## src/rtl/alu_power_sched.sv

```systemverilog
// Front-end controller for the power-gated 4-bit ALU domain: round-robin
// request arbitration, tagged result return and power-domain sequencing.
module alu_power_sched #(
  parameter int unsigned NUM_REQ     = 4,
  parameter int unsigned IDLE_CYCLES = 5,
  parameter int unsigned WAKE_CYCLES = 3,
  parameter int unsigned ISO_CYCLES  = 1
) (
  input  logic                       clk,
  input  logic                       reset,
  input  logic [NUM_REQ-1:0]         req_valid,
  output logic [NUM_REQ-1:0]         req_ready,
  input  logic [4*NUM_REQ-1:0]       req_a,
  input  logic [4*NUM_REQ-1:0]       req_b,
  input  logic [3*NUM_REQ-1:0]       req_op,
  output logic [3:0]                 alu_a,
  output logic [3:0]                 alu_b,
  output logic [2:0]                 alu_op,
  input  logic [3:0]                 alu_result,
  output logic                       rsp_valid,
  output logic [$clog2(NUM_REQ)-1:0] rsp_id,
  output logic [3:0]                 rsp_data,
  output logic                       pwr_en,
  output logic                       iso_en,
  output logic                       clk_en,
  output logic [1:0]                 state
);

  localparam int unsigned ID_W   = $clog2(NUM_REQ);
  localparam int unsigned IDLE_W = $clog2(IDLE_CYCLES + 1);
  localparam int unsigned T_MAX  = (WAKE_CYCLES > ISO_CYCLES) ? WAKE_CYCLES : ISO_CYCLES;
  localparam int unsigned T_W    = $clog2(T_MAX + 1);

  typedef enum logic [1:0] {
    OFF  = 2'd0,
    WAKE = 2'd1,
    RUN  = 2'd2,
    ISO  = 2'd3
  } state_t;

  state_t              state_q, state_d;
  logic [T_W-1:0]      timer_q, timer_d;
  logic [IDLE_W-1:0]   idle_q, idle_d;
  logic [ID_W-1:0]     ptr_q;
  logic                inflight_q;
  logic [ID_W-1:0]     inflight_id_q;

  logic                any_valid;
  logic                found;
  logic                accept;
  logic [ID_W-1:0]     gnt_idx;
  logic [ID_W:0]       sum;
  logic [ID_W-1:0]     cand;
  logic [3:0]          sel_a, sel_b;
  logic [2:0]          sel_op;
  logic                pwr_d, iso_d, clk_d;

  assign any_valid = |req_valid;
  assign state     = state_q;

  // Round-robin search upward from ptr+1 with wrap-around
  always_comb begin
    found   = 1'b0;
    gnt_idx = '0;
    sum     = '0;
    cand    = '0;
    for (int unsigned k = 1; k <= NUM_REQ; k++) begin
      sum = {1'b0, ptr_q} + (ID_W+1)'(k);
      if (sum >= (ID_W+1)'(NUM_REQ)) sum = sum - (ID_W+1)'(NUM_REQ);
      cand = ID_W'(sum);
      if (!found && req_valid[cand]) begin
        found   = 1'b1;
        gnt_idx = cand;
      end
    end
  end

  assign accept = (state_q == RUN) && found;

  always_comb begin
    req_ready = '0;
    if (accept) req_ready[gnt_idx] = 1'b1;
  end

  // Operand mux for the granted requester
  always_comb begin
    sel_a  = '0;
    sel_b  = '0;
    sel_op = '0;
    for (int unsigned i = 0; i < NUM_REQ; i++) begin
      if (ID_W'(i) == gnt_idx) begin
        sel_a  = req_a[i*4 +: 4];
        sel_b  = req_b[i*4 +: 4];
        sel_op = req_op[i*3 +: 3];
      end
    end
  end

  // Power sequencing next-state and registered domain controls
  always_comb begin
    state_d = state_q;
    timer_d = timer_q;
    pwr_d   = 1'b0;
    iso_d   = 1'b1;
    clk_d   = 1'b0;
    case (state_q)
      OFF: begin
        if (any_valid) begin
          state_d = WAKE;
          timer_d = '0;
        end
      end
      WAKE: begin
        if (timer_q == T_W'(WAKE_CYCLES - 1)) begin
          state_d = RUN;
          timer_d = '0;
        end else begin
          timer_d = timer_q + T_W'(1);
        end
      end
      RUN: begin
        if ((idle_q == IDLE_W'(IDLE_CYCLES)) && !any_valid && !inflight_q) begin
          state_d = ISO;
          timer_d = '0;
        end
      end
      ISO: begin
        if (any_valid) begin
          state_d = RUN;
          timer_d = '0;
        end else if (timer_q == T_W'(ISO_CYCLES - 1)) begin
          state_d = OFF;
          timer_d = '0;
        end else begin
          timer_d = timer_q + T_W'(1);
        end
      end
      default: state_d = OFF;
    endcase
    case (state_d)
      WAKE:    begin pwr_d = 1'b1; iso_d = 1'b1; clk_d = 1'b0; end
      RUN:     begin pwr_d = 1'b1; iso_d = 1'b0; clk_d = 1'b1; end
      ISO:     begin pwr_d = 1'b1; iso_d = 1'b1; clk_d = 1'b0; end
      default: begin pwr_d = 1'b0; iso_d = 1'b1; clk_d = 1'b0; end
    endcase
  end

  // Idle counter: only true idle RUN cycles count, saturating
  always_comb begin
    idle_d = idle_q;
    if ((state_q != RUN) || accept) begin
      idle_d = '0;
    end else if (!inflight_q && (idle_q != IDLE_W'(IDLE_CYCLES))) begin
      idle_d = idle_q + IDLE_W'(1);
    end
  end

  always_ff @(posedge clk or posedge reset) begin
    if (reset) begin
      state_q <= OFF;
      timer_q <= '0;
      idle_q  <= '0;
      pwr_en  <= 1'b0;
      iso_en  <= 1'b1;
      clk_en  <= 1'b0;
    end else begin
      state_q <= state_d;
      timer_q <= timer_d;
      idle_q  <= idle_d;
      pwr_en  <= pwr_d;
      iso_en  <= iso_d;
      clk_en  <= clk_d;
    end
  end

  // Issue stage and one-cycle-later result capture
  always_ff @(posedge clk or posedge reset) begin
    if (reset) begin
      ptr_q         <= ID_W'(NUM_REQ - 1);
      inflight_q    <= 1'b0;
      inflight_id_q <= '0;
      alu_a         <= '0;
      alu_b         <= '0;
      alu_op        <= '0;
      rsp_valid     <= 1'b0;
      rsp_id        <= '0;
      rsp_data      <= '0;
    end else begin
      inflight_q <= accept;
      rsp_valid  <= inflight_q;
      if (accept) begin
        ptr_q         <= gnt_idx;
        inflight_id_q <= gnt_idx;
        alu_a         <= sel_a;
        alu_b         <= sel_b;
        alu_op        <= sel_op;
      end
      if (inflight_q) begin
        rsp_id   <= inflight_id_q;
        rsp_data <= alu_result;
      end
    end
  end

endmodule

```

## config.mk

```make
export PLATFORM = sky130hd
export DESIGN_NAME = alu_power_sched
export DESIGN_NICKNAME = d
export VERILOG_FILES = /design/src/rtl/alu_power_sched.sv
export SDC_FILE = /design/constraint.sdc
export NUM_CORES = 1
export LEC_CHECK = 0
export CAP_MARGIN = 20
export CORE_UTILIZATION = 45
export DETAILED_ROUTE_END_ITERATION = 16
export PLACE_DENSITY = 0.95
export SYNTH_ARGS = -nofsm -noshare
export SYNTH_HDL_FRONTEND = slang
export SYNTH_SLANG_ARGS = --single-unit
```

## constraint.sdc

```tcl
create_clock -name clk -period 3.15 [get_ports clk]
set_input_delay 0.4725 -clock clk [delete_from_list [all_inputs] [get_ports clk]]
set_output_delay 0.4725 -clock clk [all_outputs]
set_load 0.02 [all_outputs]
```

# Yosys cells after proc, flatten, opt, wreduce, memory -nomap -nowiden

Cells that the tools add are included.
Widths: inputs -> output; s select.

Flip-flop bits (word level): 33
Input bits: 54
Output and inout port bits: 27
Logic and storage cells: 123

$add $sub $neg: 10
$lt $le $gt $ge: 10
Equality and inequality tests: 15
Mux-type cells: 52
Reduce and logical (&&, ||, !) cells: 21

Operator list:

| operator            | number |
|---|---|
| $mux 2              | 18 |
| $mux 4              | 9 |
| $mux 3              | 6 |
| $pmux 2 s4          | 2 |
| $lt 2x3->1 const B  | 5 |
| $ge 3x3->1 const B  | 4 |
| $mux 1              | 12 |
| $eq 2x2->1 const B  | 5 |
| $bmux 1 s2          | 4 |
| $logic_and 1x1->1   | 8 |
| $sub 2x1->2 const B | 4 |
| $add 2x2->3 const B | 2 |
| $logic_not 2->1     | 3 |
| $logic_not 1->1     | 5 |
| $eq 2x1->1 const B  | 2 |
| $eq 2x2->1 const A  | 2 |
| $ne 2x2->1 const B  | 2 |
| $reduce_or 4->1     | 1 |
| $add 2x1->3 const B | 1 |
| $add 2x3->3 const B | 1 |
| $add 3x1->3 const B | 1 |
| $eq 3x3->1 const B  | 1 |
| $ne 3x3->1 const B  | 1 |
| $reduce_or 3->1     | 1 |
| 8 further kinds     | 8 |

# Longest topological paths before layout

Depth after elaboration: 20
Mapped depth: 8
Mapped depth without buffers: 8

# Worst setup path before layout

No wires, ideal clock.

Path kind: input to output
From: input port req_valid[0]
To: output port req_ready[0]
Arrival: 1.571 ns
Data required time: 2.677 ns
Slack: 1.106 ns
Cell stages on the path: 7
Path buffers: 2
Cell sequence: nor4_4 > or3b_1 > buf_6 > inv_8 > nand2_2 > buf_6 > nor2_1

Elaborated cells on any way between the ends: 29
Classes of those cells: order compare (2); mux (19); reduce/logical (8)

RTL lines:

| what                         | RTL line | RTL |
|---|---|---|
| start, declared              | 11       | `input logic [NUM_REQ-1:0] req_valid,` |
| $bmux 1 s2                   | 71       | `if (!found && req_valid[cand]) begin` |
| $mux 1 (not written as such) | 71       |  |
| $mux 1                       | 71       |  |
| $logic_not 1->1              | 71       |  |
| $logic_and 1x1->1            | 71       |  |
| $mux 1                       | 71       |  |
| $logic_not 1->1              | 71       |  |
| $logic_and 1x1->1            | 71       |  |
| $mux 1                       | 71       |  |
| $logic_not 1->1              | 71       |  |
| $logic_and 1x1->1            | 71       |  |
| $mux 1 *                     | 71       |  |
| $logic_and 1x1->1 *          | 78       | `assign accept = (state_q == RUN) && found;` |
| via accept                   | 50       | `logic accept;` |
| $mux 4 *                     | 82       | `if (accept) req_ready[gnt_idx] = 1'b1;` |
| end, declared                | 12       | `output logic [NUM_REQ-1:0] req_ready,` |

The timed path passes the listed nets; every way through them passes the cells marked *. The select of a mux whose other input is x is not followed.

# Worst setup path in the final report

From: input port req_valid[1]
To: output port req_ready[0]

The elaborated chain is that of the path after synthesis.

==> results by group <==
Run status
  – Status: complete, no violations

CTS
  – Post-CTS sizing: 0
  – CTS tree: done
  – Post-cts hold buffer count: 0
  – CTS clk-pin slew, worst paths: 0.07 ns
  – Clock sink count: 33
  – H-tree depth: 2
  – Clock Latency Late Sink: 0.30 ns
  – Post-CTS Setup Inserts: 0
  – CTS max path bufs: 2
  – CTS root buf: clkbuf_8
  – Inserted Clock Buffers: 5

Routing
  – Post-route ant nets: 0
  – Drt first-iter violations: 109
  – Avg Vias per Cell: 5.19
  – Routed via count: 1,588
  – Wire per inst: 15.8 um
  – Pre-antenna DRT Iters: 4
  – DRC violations left: 0
  – Wirelength, routed: 4840 um

STA
  – Worst Tran Pin Value: 0.416 ns
  – Rel. slew slack: 0.723
  – Slew Limit Fails: 0
  – Fin worst setup slack: 0.109 ns
  – Final Setup Violations: 0
  – Setup tns final: 0 ns
  – Crit path time final: 3.04 ns
  – Clock Skew: 0.00904 ns
  – Achievable Freq: 329 MHz
  – Hold Vio Cnt, Final: 0
  – Fin crit share: 0.965
  – RSZ-0062 raised after global routing: no

Pwr
  – Pwr/cell area: 955 nW/um^2
  – Net Switching: 1.11 mW
  – Part of the power in the clock network: 0.153
  – Flop pwr share: 0.286
  – Worst vdd ir: 0.655 mV
  – Total power: 2.70 mW
  – Leak: 1.24 nW
  – Comb power frac: 0.561
  – Switching Fraction: 0.411
  – Internal cell power: 1.59 mW

Logic synthesis
  – Mapped Area: 1860 sq um
  – Share of the yosys chip area belonging to registers: 0.445
  – Synth Register Bits: 33
  – Syn avg cell area: 11.0 sq um
  – Number of library cell types mapped by synthesis: 37
  – Syn_nets: 231
  – YS warnings: 0
  – Post-Synthesis Cells: 170

Critical path
  – Max FO, Critical Path: 7
  – CP max-delay cell: clkdlybuf4s50_1
  – CP top delay family: buffers and inverters
  – Worst Path Required: 2.68 ns
  – Crit path launch type: input port
  – Crit path largest cell delay: 0.64 ns
  – Crit. End Element: primary output
  – Cells along the critical path: clkdlybuf4s50_1 > nor4_4 > or3b_1 > inv_8 > nand2_2 > nor2_1 > clkdlybuf4s50_1
  – Critical Path AT: 2.57 ns
  – CP dominant cell by count: clkdlybuf4s50_1
  – Critical path class: in2out
  – Critical path buffers and inverters: 3

Finish
  – Ant. Diodes: 0
  – Filler Cell Count: 286
  – Most frequent cells in the layout: 80 x clkdlybuf4s50_1, 30 x dfrtp_1, 23 x mux2i_1
  – Final net count: 316
  – Fin util: 0.706
  – Share of layout cells above drive strength 1: 0.145
  – Multi-input gate area: 910 sq um
  – Layout area overhead: 51.4%
  – Post-route insts no fill: 306
  – Reg area: 830 sq um
  – Most common cell after layout, fill and taps aside: clkdlybuf4s50_1

Placement
  – DP Cell Count: 298
  – GPL Wtd Cong: 0.749
  – IO buf count: 80
  – Place WS: 0.130 ns
  – HPWL Detailed: 3600 um

Global routing
  – Global-route wire length before repair: 7280 um
  – Vias in the first global route: 1,537
  – Largest net degree at the start of global routing: 34
  – Total grt overflow: 0
  – Antenna violations before repair: 0
  – Gr usage total: 0.228

Floorplan
  – Core area: 4000 sq um
  – Die Y: 66.4 um
  – Initial Util: 0.466
  – Cell Rows: 23
  – Die area: 4400 sq um
  – # IOs: 81
  – Die X-Extent: 66.4 um

Job
  – Max-Cap Viols: 0

Worst hold path
  – Hold crit path type: reg2reg
## state kept, by name, summed over array words and instances (netlist names)
register,count
clk_en,1
rsp_valid,1
inflight_id_q,2
alu_a,4
alu_b,4
idle_q,3
timer_q,2
pwr_en,1
iso_en,1
rsp_data,4
ptr_q,2
state,2
rsp_id,2
inflight_q,1
alu_op,3
## cells by family (layout without fill, tap and decap cells)
group,after synthesis,after routing,synth area share
multiplexers,30,30,0.166
buffers and inverters,20,106,0.0671
AO/OA/AOI/OAI,29,29,0.138
AND/OR/NAND/NOR,49,49,0.128
adder cells (fa/ha/maj),7,7,0.0470
flip-flops,33,33,0.445
XOR/XNOR,2,2,0.00940
## power by group through the flow
stage	Sequential, mW	Combinational [mW]	Clock (mW)
3_3_place_gp	0.767	1.45	0
4_1_cts	0.774	1.52	0.417
2_1_floorplan	0.918	0.809	0
6_report	0.771	1.51	0.413
3_5_place_dp	0.777	1.51	0
5_1_grt	0.799	1.62	0.433
## path summary, 6_finish.rpt
kind                                            from                 endpoint  slack [ns]  depth (start not counted)
worst max-delay path                    req_valid[1]             req_ready[0]        0.11                          7
worst min-delay path            alu_b[1]$_DFFE_PP0N_     alu_b[1]$_DFFE_PP0N_        0.50                          2
worst max register to register  ptr_q[0]$_DFFE_PP1N_    alu_op[0]$_DFFE_PP0N_        1.25                          6
worst min register to register  alu_b[1]$_DFFE_PP0N_     alu_b[1]$_DFFE_PP0N_        0.50                          2
max in group asynchronous                      reset         iso_en$_DFF_PP1_        2.26                          3
min in group asynchronous                      reset  rsp_data[1]$_DFFE_PP0P_        0.55                          3
## cell usage after synthesis (all sizes together)
library cell	n	area [sq um]
dfrtp	30	751
mux2i	23	230
nand2	22	92.6
nor2	13	48.8
o221ai	11	134
inv	10	45.0
buf	7	68.8
ha	7	87.6
mux2	7	78.8
o21ai	5	25.0
nor3	4	20.0
a21oi	3	15.0
clkbuf	3	11.3
dfstp	3	78.8
nor2b	3	18.8
a21o	2	15.0
a22o	2	17.5
and3	2	12.5
nand3	2	10.0
a21boi	1	7.51
a31oi	1	6.26
a41o	1	10.0
nand2b	1	6.26
nor4	1	21.3
o211ai	1	12.5
o21bai	1	7.51
o22ai	1	6.26
or3b	1	8.76
xnor2	1	8.76
xor2	1	8.76
## final cells by class
class,count,area share
multi-input cells,117,0.322
repair buffers,88,0.305
flip-flops and latches,33,0.294
clock buffers,5,0.0244
well taps,50,0.0222
clock inverters,3,0.0164
inverters,10,0.0160
## metal layers
metal  vias up  GRT usage  share of wire
li1        766          -              -
met1       774      0.293           0.44
met2        39      0.374           0.51
met3         9     0.0328          0.033
met4         0      0.106          0.022
met5         -          0              0
## tightest hold or removal path: stages (launching register included)
cell	delay, ns
dfrtp_1	0.35
nand2_1	0.07
o221ai_2	0.05
## through the flow
step                hold WS, ns  area [sq um]
finish                    0.501          2820
global route              0.530          2820
CTS                       0.506          2820
detailed placement        0.478          2710
global placement          0.456          2710
floorplan                 0.352          1860
Note: power is estimated with default switching activity, not from simulation.
